`src/rtl/mem_arbiter.sv`:
```
// -----------------------------------------------------------------------------
// mem_arbiter
//
// Shares the single main-memory port between the instruction cache (ic) and
// the data cache (dc). One requester owns the port at a time, and at most one
// memory transaction is outstanding.
//
//   IDLE : pick a winner among the valid requesters and latch it as owner.
//   REQ  : forward the owner's address channel (and, for writes, its data
//          channel) to memory. The two write handshakes may finish in either
//          order or together, and each is taken exactly once.
//   RESP : reads only; route BEATS response beats back to the owner.
//
// Arbitration:
//   default        fixed priority, dc over ic.
//   MEM_ARB_RR_EN  round robin. On a conflict the requester that was not
//                  granted last wins. last_owner resets to ic, so dc wins the
//                  first conflict.
//
// Ports ({ic,dc}_x is one port per requester):
//   clk, reset                    clock, synchronous active-high reset
//   {ic,dc}_req_valid/ready       request handshake
//   {ic,dc}_req_addr/rw           line address, 0 = read / 1 = write
//   {ic,dc}_req_data_valid/ready  write-data handshake
//   {ic,dc}_req_data_bits/mask    write data and byte mask
//   {ic,dc}_resp_valid/data       response beat routed to the owner
//   mem_req_*                     forwarded request to memory
//   mem_resp_valid/data           read beats from memory
//
// Outputs are combinational functions of the registered state and the
// current handshake inputs. Address, data and mask outputs are 0 whenever
// the block is not in REQ.
// -----------------------------------------------------------------------------

`ifndef MEM_DATA_BITS
`define MEM_DATA_BITS 128
`endif

module mem_arbiter #(
  parameter int ADDR_BITS = 28,
  parameter int DATA_BITS = `MEM_DATA_BITS,
  parameter int BEATS     = 4
) (
  input  logic                   clk,
  input  logic                   reset,

  // instruction cache
  input  logic                   ic_req_valid,
  output logic                   ic_req_ready,
  input  logic [ADDR_BITS-1:0]   ic_req_addr,
  input  logic                   ic_req_rw,
  input  logic                   ic_req_data_valid,
  output logic                   ic_req_data_ready,
  input  logic [DATA_BITS-1:0]   ic_req_data_bits,
  input  logic [DATA_BITS/8-1:0] ic_req_data_mask,
  output logic                   ic_resp_valid,
  output logic [DATA_BITS-1:0]   ic_resp_data,

  // data cache
  input  logic                   dc_req_valid,
  output logic                   dc_req_ready,
  input  logic [ADDR_BITS-1:0]   dc_req_addr,
  input  logic                   dc_req_rw,
  input  logic                   dc_req_data_valid,
  output logic                   dc_req_data_ready,
  input  logic [DATA_BITS-1:0]   dc_req_data_bits,
  input  logic [DATA_BITS/8-1:0] dc_req_data_mask,
  output logic                   dc_resp_valid,
  output logic [DATA_BITS-1:0]   dc_resp_data,

  // memory port
  output logic                   mem_req_valid,
  input  logic                   mem_req_ready,
  output logic [ADDR_BITS-1:0]   mem_req_addr,
  output logic                   mem_req_rw,
  output logic                   mem_req_data_valid,
  input  logic                   mem_req_data_ready,
  output logic [DATA_BITS-1:0]   mem_req_data_bits,
  output logic [DATA_BITS/8-1:0] mem_req_data_mask,
  input  logic                   mem_resp_valid,
  input  logic [DATA_BITS-1:0]   mem_resp_data
);

  localparam int MASK_BITS = DATA_BITS / 8;
  localparam int CNT_BITS  = (BEATS > 1) ? $clog2(BEATS) : 1;
  localparam logic [CNT_BITS-1:0] LAST_BEAT = CNT_BITS'(BEATS - 1);

  // owner encoding: 0 = ic, 1 = dc
  localparam logic OWNER_IC = 1'b0;
  localparam logic OWNER_DC = 1'b1;

  typedef enum logic [1:0] {
    S_IDLE = 2'd0,
    S_REQ  = 2'd1,
    S_RESP = 2'd2
  } state_e;

  // ---------------------------------------------------------------------------
  // State
  // ---------------------------------------------------------------------------
  state_e              state_q,     state_d;
  logic                owner_q,     owner_d;
  logic                addr_done_q, addr_done_d;
  logic                data_done_q, data_done_d;
  logic [CNT_BITS-1:0] beat_cnt_q,  beat_cnt_d;
`ifdef MEM_ARB_RR_EN
  logic                last_owner_q, last_owner_d;
`endif

  // ---------------------------------------------------------------------------
  // Owner-side view of the request channels
  // ---------------------------------------------------------------------------
  logic                 own_valid;
  logic [ADDR_BITS-1:0] own_addr;
  logic                 own_rw;
  logic                 own_data_valid;
  logic [DATA_BITS-1:0] own_data_bits;
  logic [MASK_BITS-1:0] own_data_mask;

  assign own_valid      = (owner_q == OWNER_DC) ? dc_req_valid      : ic_req_valid;
  assign own_addr       = (owner_q == OWNER_DC) ? dc_req_addr       : ic_req_addr;
  assign own_rw         = (owner_q == OWNER_DC) ? dc_req_rw         : ic_req_rw;
  assign own_data_valid = (owner_q == OWNER_DC) ? dc_req_data_valid : ic_req_data_valid;
  assign own_data_bits  = (owner_q == OWNER_DC) ? dc_req_data_bits  : ic_req_data_bits;
  assign own_data_mask  = (owner_q == OWNER_DC) ? dc_req_data_mask  : ic_req_data_mask;

  // Each channel is live only until its handshake has been taken, so a
  // channel that finished early goes quiet while the other one catches up.
  logic addr_live;
  logic data_live;
  logic resp_live;

  assign addr_live = (state_q == S_REQ) && !addr_done_q;
  assign data_live = (state_q == S_REQ) && own_rw && !data_done_q;
  assign resp_live = (state_q == S_RESP) && mem_resp_valid;

  // ---------------------------------------------------------------------------
  // Memory-side outputs
  // ---------------------------------------------------------------------------
  assign mem_req_valid      = addr_live && own_valid;
  assign mem_req_addr       = addr_live ? own_addr : '0;
  assign mem_req_rw         = addr_live && own_rw;
  assign mem_req_data_valid = data_live && own_data_valid;
  assign mem_req_data_bits  = data_live ? own_data_bits : '0;
  assign mem_req_data_mask  = data_live ? own_data_mask : '0;

  // ---------------------------------------------------------------------------
  // Requester-side outputs; the non-owner never sees ready or a response.
  // ---------------------------------------------------------------------------
  logic own_req_ready;
  logic own_data_ready;

  assign own_req_ready  = addr_live && mem_req_ready;
  assign own_data_ready = data_live && mem_req_data_ready;

  assign ic_req_ready      = own_req_ready  && (owner_q == OWNER_IC);
  assign dc_req_ready      = own_req_ready  && (owner_q == OWNER_DC);
  assign ic_req_data_ready = own_data_ready && (owner_q == OWNER_IC);
  assign dc_req_data_ready = own_data_ready && (owner_q == OWNER_DC);

  assign ic_resp_valid = resp_live && (owner_q == OWNER_IC);
  assign dc_resp_valid = resp_live && (owner_q == OWNER_DC);
  assign ic_resp_data  = mem_resp_data;
  assign dc_resp_data  = mem_resp_data;

  // ---------------------------------------------------------------------------
  // Arbitration: grant_dc is only consumed when at least one request is valid,
  // so a lone requester always resolves to itself.
  // ---------------------------------------------------------------------------
  logic grant_dc;

`ifdef MEM_ARB_RR_EN
  assign grant_dc = (ic_req_valid && dc_req_valid) ? (last_owner_q == OWNER_IC)
                                                   : dc_req_valid;
`else
  assign grant_dc = dc_req_valid;
`endif

  // ---------------------------------------------------------------------------
  // Next-state logic
  // ---------------------------------------------------------------------------
  logic addr_hs;
  logic data_hs;
  logic addr_done_n;
  logic data_done_n;

  assign addr_hs     = mem_req_valid && mem_req_ready;
  assign data_hs     = mem_req_data_valid && mem_req_data_ready;
  assign addr_done_n = addr_done_q || addr_hs;
  assign data_done_n = data_done_q || data_hs;

  always_comb begin
    // NOTE: every next-state signal takes its hold value first, so no path
    // through the case statement can leave one unassigned and infer a latch.
    state_d     = state_q;
    owner_d     = owner_q;
    addr_done_d = addr_done_q;
    data_done_d = data_done_q;
    beat_cnt_d  = beat_cnt_q;
`ifdef MEM_ARB_RR_EN
    last_owner_d = last_owner_q;
`endif

    unique case (state_q)
      S_IDLE: begin
        if (ic_req_valid || dc_req_valid) begin
          owner_d     = grant_dc ? OWNER_DC : OWNER_IC;
          state_d     = S_REQ;
          addr_done_d = 1'b0;
          data_done_d = 1'b0;
          beat_cnt_d  = '0;
`ifdef MEM_ARB_RR_EN
          last_owner_d = grant_dc ? OWNER_DC : OWNER_IC;
`endif
        end
      end

      S_REQ: begin
        if (own_rw) begin
          // Write: leave once both handshakes have been taken, including the
          // case where they land in the same cycle.
          if (addr_done_n && data_done_n) begin
            state_d     = S_IDLE;
            addr_done_d = 1'b0;
            data_done_d = 1'b0;
          end else begin
            addr_done_d = addr_done_n;
            data_done_d = data_done_n;
          end
        end else if (addr_hs) begin
          state_d    = S_RESP;
          beat_cnt_d = '0;
        end
      end

      S_RESP: begin
        // Gaps between beats simply hold the count.
        if (mem_resp_valid) begin
          if (beat_cnt_q == LAST_BEAT) begin
            state_d    = S_IDLE;
            beat_cnt_d = '0;
          end else begin
            beat_cnt_d = beat_cnt_q + 1'b1;
          end
        end
      end

      default: begin
        state_d = S_IDLE;
      end
    endcase
  end

  // ---------------------------------------------------------------------------
  // State registers
  // ---------------------------------------------------------------------------
  always_ff @(posedge clk) begin
    // NOTE: non-blocking assignments only, so every register samples the
    // pre-edge value of every other register regardless of statement order.
    if (reset) begin
      state_q     <= S_IDLE;
      owner_q     <= OWNER_IC;
      addr_done_q <= 1'b0;
      data_done_q <= 1'b0;
      beat_cnt_q  <= '0;
`ifdef MEM_ARB_RR_EN
      last_owner_q <= OWNER_IC;
`endif
    end else begin
      state_q     <= state_d;
      owner_q     <= owner_d;
      addr_done_q <= addr_done_d;
      data_done_q <= data_done_d;
      beat_cnt_q  <= beat_cnt_d;
`ifdef MEM_ARB_RR_EN
      last_owner_q <= last_owner_d;
`endif
    end
  end

endmodule
```
`config.mk`:
```
export PLATFORM = sky130hd
export DESIGN_NAME = mem_arbiter
export DESIGN_NICKNAME = d
export VERILOG_FILES = /design/src/rtl/mem_arbiter.sv
export SDC_FILE = /design/constraint.sdc
export NUM_CORES = 1
export LEC_CHECK = 0
export ABC_AREA = 1
export CAP_MARGIN = 20
export CORE_AREA = 4 4 351 353
export CTS_BUF_LIST = sky130_fd_sc_hd__clkbuf_8
export DETAILED_ROUTE_END_ITERATION = 10
export DIE_AREA = 0 0 355 357
export HOLD_SLACK_MARGIN = 0.08
export SYNTH_ARGS = -nofsm -noshare
export SYNTH_HDL_FRONTEND = slang
export SYNTH_SLANG_ARGS = --single-unit
```
`constraint.sdc`:
```
create_clock -name clk -period 1.4 [get_ports clk]
set_input_delay 0.21 -clock clk [delete_from_list [all_inputs] [get_ports clk]]
set_output_delay 0.21 -clock clk [all_outputs]
set_load 0.01 [all_outputs]
```
==> metrics.yaml <==
status: "finished with violations"
violations: "negative setup slack"
synth_common_cells: "365 x nand2_1, 260 x buf_4, 100 x a21oi_2, 79 x a21oi_1, 34 x clkbuf_1"
swShare_pct: 51.1
insertion_delay_ns: 0.22
max_cap_viol_count: 0
yosysWarnings: 0
synth_fp_nets: 1402
slew_violations: 0
cts_tree: "done"
core_sq_um: 120000
cp_top_family: "buffers and inverters"
grt_max_degree: 23
relSlewSlack_pct: 66.2
path_cells: "nand2_2 -> nand2_4 -> nand3b_4 -> buf_12 -> buf_12 -> buf_12 -> buf_12 -> a21oi_4 -> buf_12"
syn_inst: 918
synthTopCellsByArea: "buf_4 37%, nand2_1 26%, a21oi_2 16%"
holdBufCountCts: 0
totalWireLength_mm: 104
fin_util_pct: 13.6
start_util_pct: 4.45
avgSynthCellArea_sq_um: 5.81
worst_setup_path_start_kind: "flop"
min_period_over_period_pct: 146
die_y_um: 357
clk_pin_slew_ns: 0.04
timing.rr.end: "state_q[1]"
synth_area_leader_cell: "buf_4"
row_count: 127
p_seq_share_pct: 1.7
critPathMaxFanout: 7
synth_seq_cells: 7
yosys.cell_types.count: 21
htreeDepth: 1
dp_hpwl_mm: 86.8
timing.fmax_mhz: 488
synth.most_common_cell: "nand2_1"
tightest_slew_ns: 0.505
path_depth: 9
setup_viol: 188
p_switching_mw: 9.85
final_nets: 1809
critPathMostFrequentCell: "buf_12"
critPathArrivalTime_ns: 1.84
io_pins: 920
powerDensity_nw_per_um2: 1180
end_kind: "output pin"
clock_skew_ns: 0.00240
crit_buf_inv: 5
ys_seq_area_share_pct: 2.63
power_mw: 19.3
synth_edf_count: 0
rsz0062_at_grt: "true"
cp-endpoint: "mem_req_data_bits[73]"
setup_ws_ns: -0.649
drc: 0
critPathMaxStageDelay_ns: 0.39
vias: 8263
dpl_worst_slack_ns: -0.991
synth_ff_type: "dfxtp_1"
grt_remaining_overflow: 0
clock-sinks: 7
die_x_um: 355
crit_start: "owner_q"
final_antenna_net_count: 0
hold_violations: 0
syn-cell-area_sq_um: 5340
cts_buffers: 3
grt_pass1_wl_mm: 120
r2r_setup_slack_ns: -0.45
cts-root-buf: "clkbuf_8"
drtIter0Drc: 618
clockPowerShare_pct: 1.4
grt_usage_pct: 15.3
synth_top_area_share_pct: 36.6
ys_async_sr_fraction_pct: 0
p_int_mw: 9.43
required_ns: 1.19
die-area_sq_um: 127000
place_congestion: 0.813
cpMaxStageDelayCell: "dfxtp_4"
hold_path_class: "input pin to output pin"
placed_cells: 2817
clk_path_buf_depth: 2
first_global_vias: 8427
period_needed_ns: 2.05
wl_per_cell_um: 35.4
p_leak_nw: 5.75
r2r-start: "owner_q"
fillers: 13500
syn_to_final_growth_pct: 206
r2r_cells: 13
fin_cells: 2952
fin_setup_tns_ns: -94.87
comb_power_share_pct: 96.9
grt_antenna_before_repair: 64
io_buffers: 535
crit_type: "flop to output pin"
drive_gt1_share_pct: 49.6
avgViaCountPerCell: 2.80
drt_first_pass_iters: 5
peakVddDrop_mv: 0.511
==> layout by cell type, fill, tap and decap left out, drive strengths merged <==
cell type / netlist / routed
nand3b: 1 / 1
bufbuf: 0 / 2
nand3: 4 / 4
buf: 280 / 350
nand2: 367 / 367
clkbuf: 34 / 13
diode: 0 / 16
dfxtp: 7 / 7
ha: 1 / 1
nor3: 8 / 8
o21ai: 7 / 7
a21oi: 179 / 179
dlygate4sd2: 0 / 2
inv: 12 / 13
clkdlybuf4s50: 0 / 352
nor2: 17 / 17
nand4: 1 / 1
==> sequential cells by signal (all words and copies together), names as in the netlist <==
name	count
beat_cnt_q	2
addr_done_q	1
data_done_q	1
state_q	2
owner_q	1
==> power groups by stage <==
stage                     Sequential, mW  Combinational, mW  Clock, mW
final                              0.330               18.7      0.269
after global routing               0.334               19.6      0.295
after CTS                          0.326               17.1      0.272
after detailed placement           0.319               11.4          0
after global placement             0.314               11.3          0
after floorplan                    0.301               4.41          0
==> cell families after synthesis <==
group | synth area share [%]
AO/OA/AOI/OAI | 24.5
adder cells (fa/ha/maj) | 0.234
buffers and inverters | 43.7
flip-flops | 2.63
AND/OR/NAND/NOR | 28.9
==> what timing repair did <==
action	4_1_cts	5_1_grt
resized for setup	606	237
buffers inserted	57	33
pin swaps	29	67
gates cloned	25	10
endpoints found under the hold margin	0	0
endpoints found under the setup margin	187	188
==> area by class of cell <==
cell class | instances | area, sq um | area share, %
antenna | 16 | 40.0 | 0.245
clock buffer | 3 | 41.3 | 0.253
clock inverter | 1 | 3.75 | 0.0230
inverter | 12 | 52.6 | 0.322
multi-input combinational | 585 | 4790 | 29.4
sequential | 7 | 145 | 0.889
tap | 1612 | 2020 | 12.4
timing repair buffer | 716 | 9230 | 56.6
==> per-layer routing <==
layer / wire length [um] / share of wire (%) / vias up / global-route usage, %
li1: - / - / 3501 / -
met1: 35000 / 33 / 3746 / 15.0
met2: 48100 / 46 / 825 / 25.3
met3: 19200 / 18 / 131 / 13.2
met4: 1770 / 1.7 / 60 / 1.83
met5: 382 / 0.37 / - / 0.340
==> worst min path at each step <==
| stage | startpoint | endpoint | slack, ns | cells after the start |
|---|---|---|---|---|
| after floorplan | reset | addr_done_q | 0.28 | 1 |
| after global placement | mem_resp_data[83] | dc_resp_data[83] | 0.42 | 0 |
| after detailed placement | mem_resp_data[83] | dc_resp_data[83] | 0.42 | 0 |
| after CTS | mem_resp_data[83] | dc_resp_data[83] | 0.42 | 0 |
| after global routing | mem_resp_data[32] | ic_resp_data[32] | 0.42 | 0 |
| final | mem_resp_data[67] | dc_resp_data[67] | 0.42 | 0 |
==> stage by stage <==
step	instance area (sq um)	hold WS, ns
final	16300	0.420
after CTS	15000	0.420
after detailed placement	11900	0.420
after global placement	11900	0.420
after global routing	16300	0.420
after floorplan	5340	0.279
Note: power is estimated with default switching activity, not from simulation.
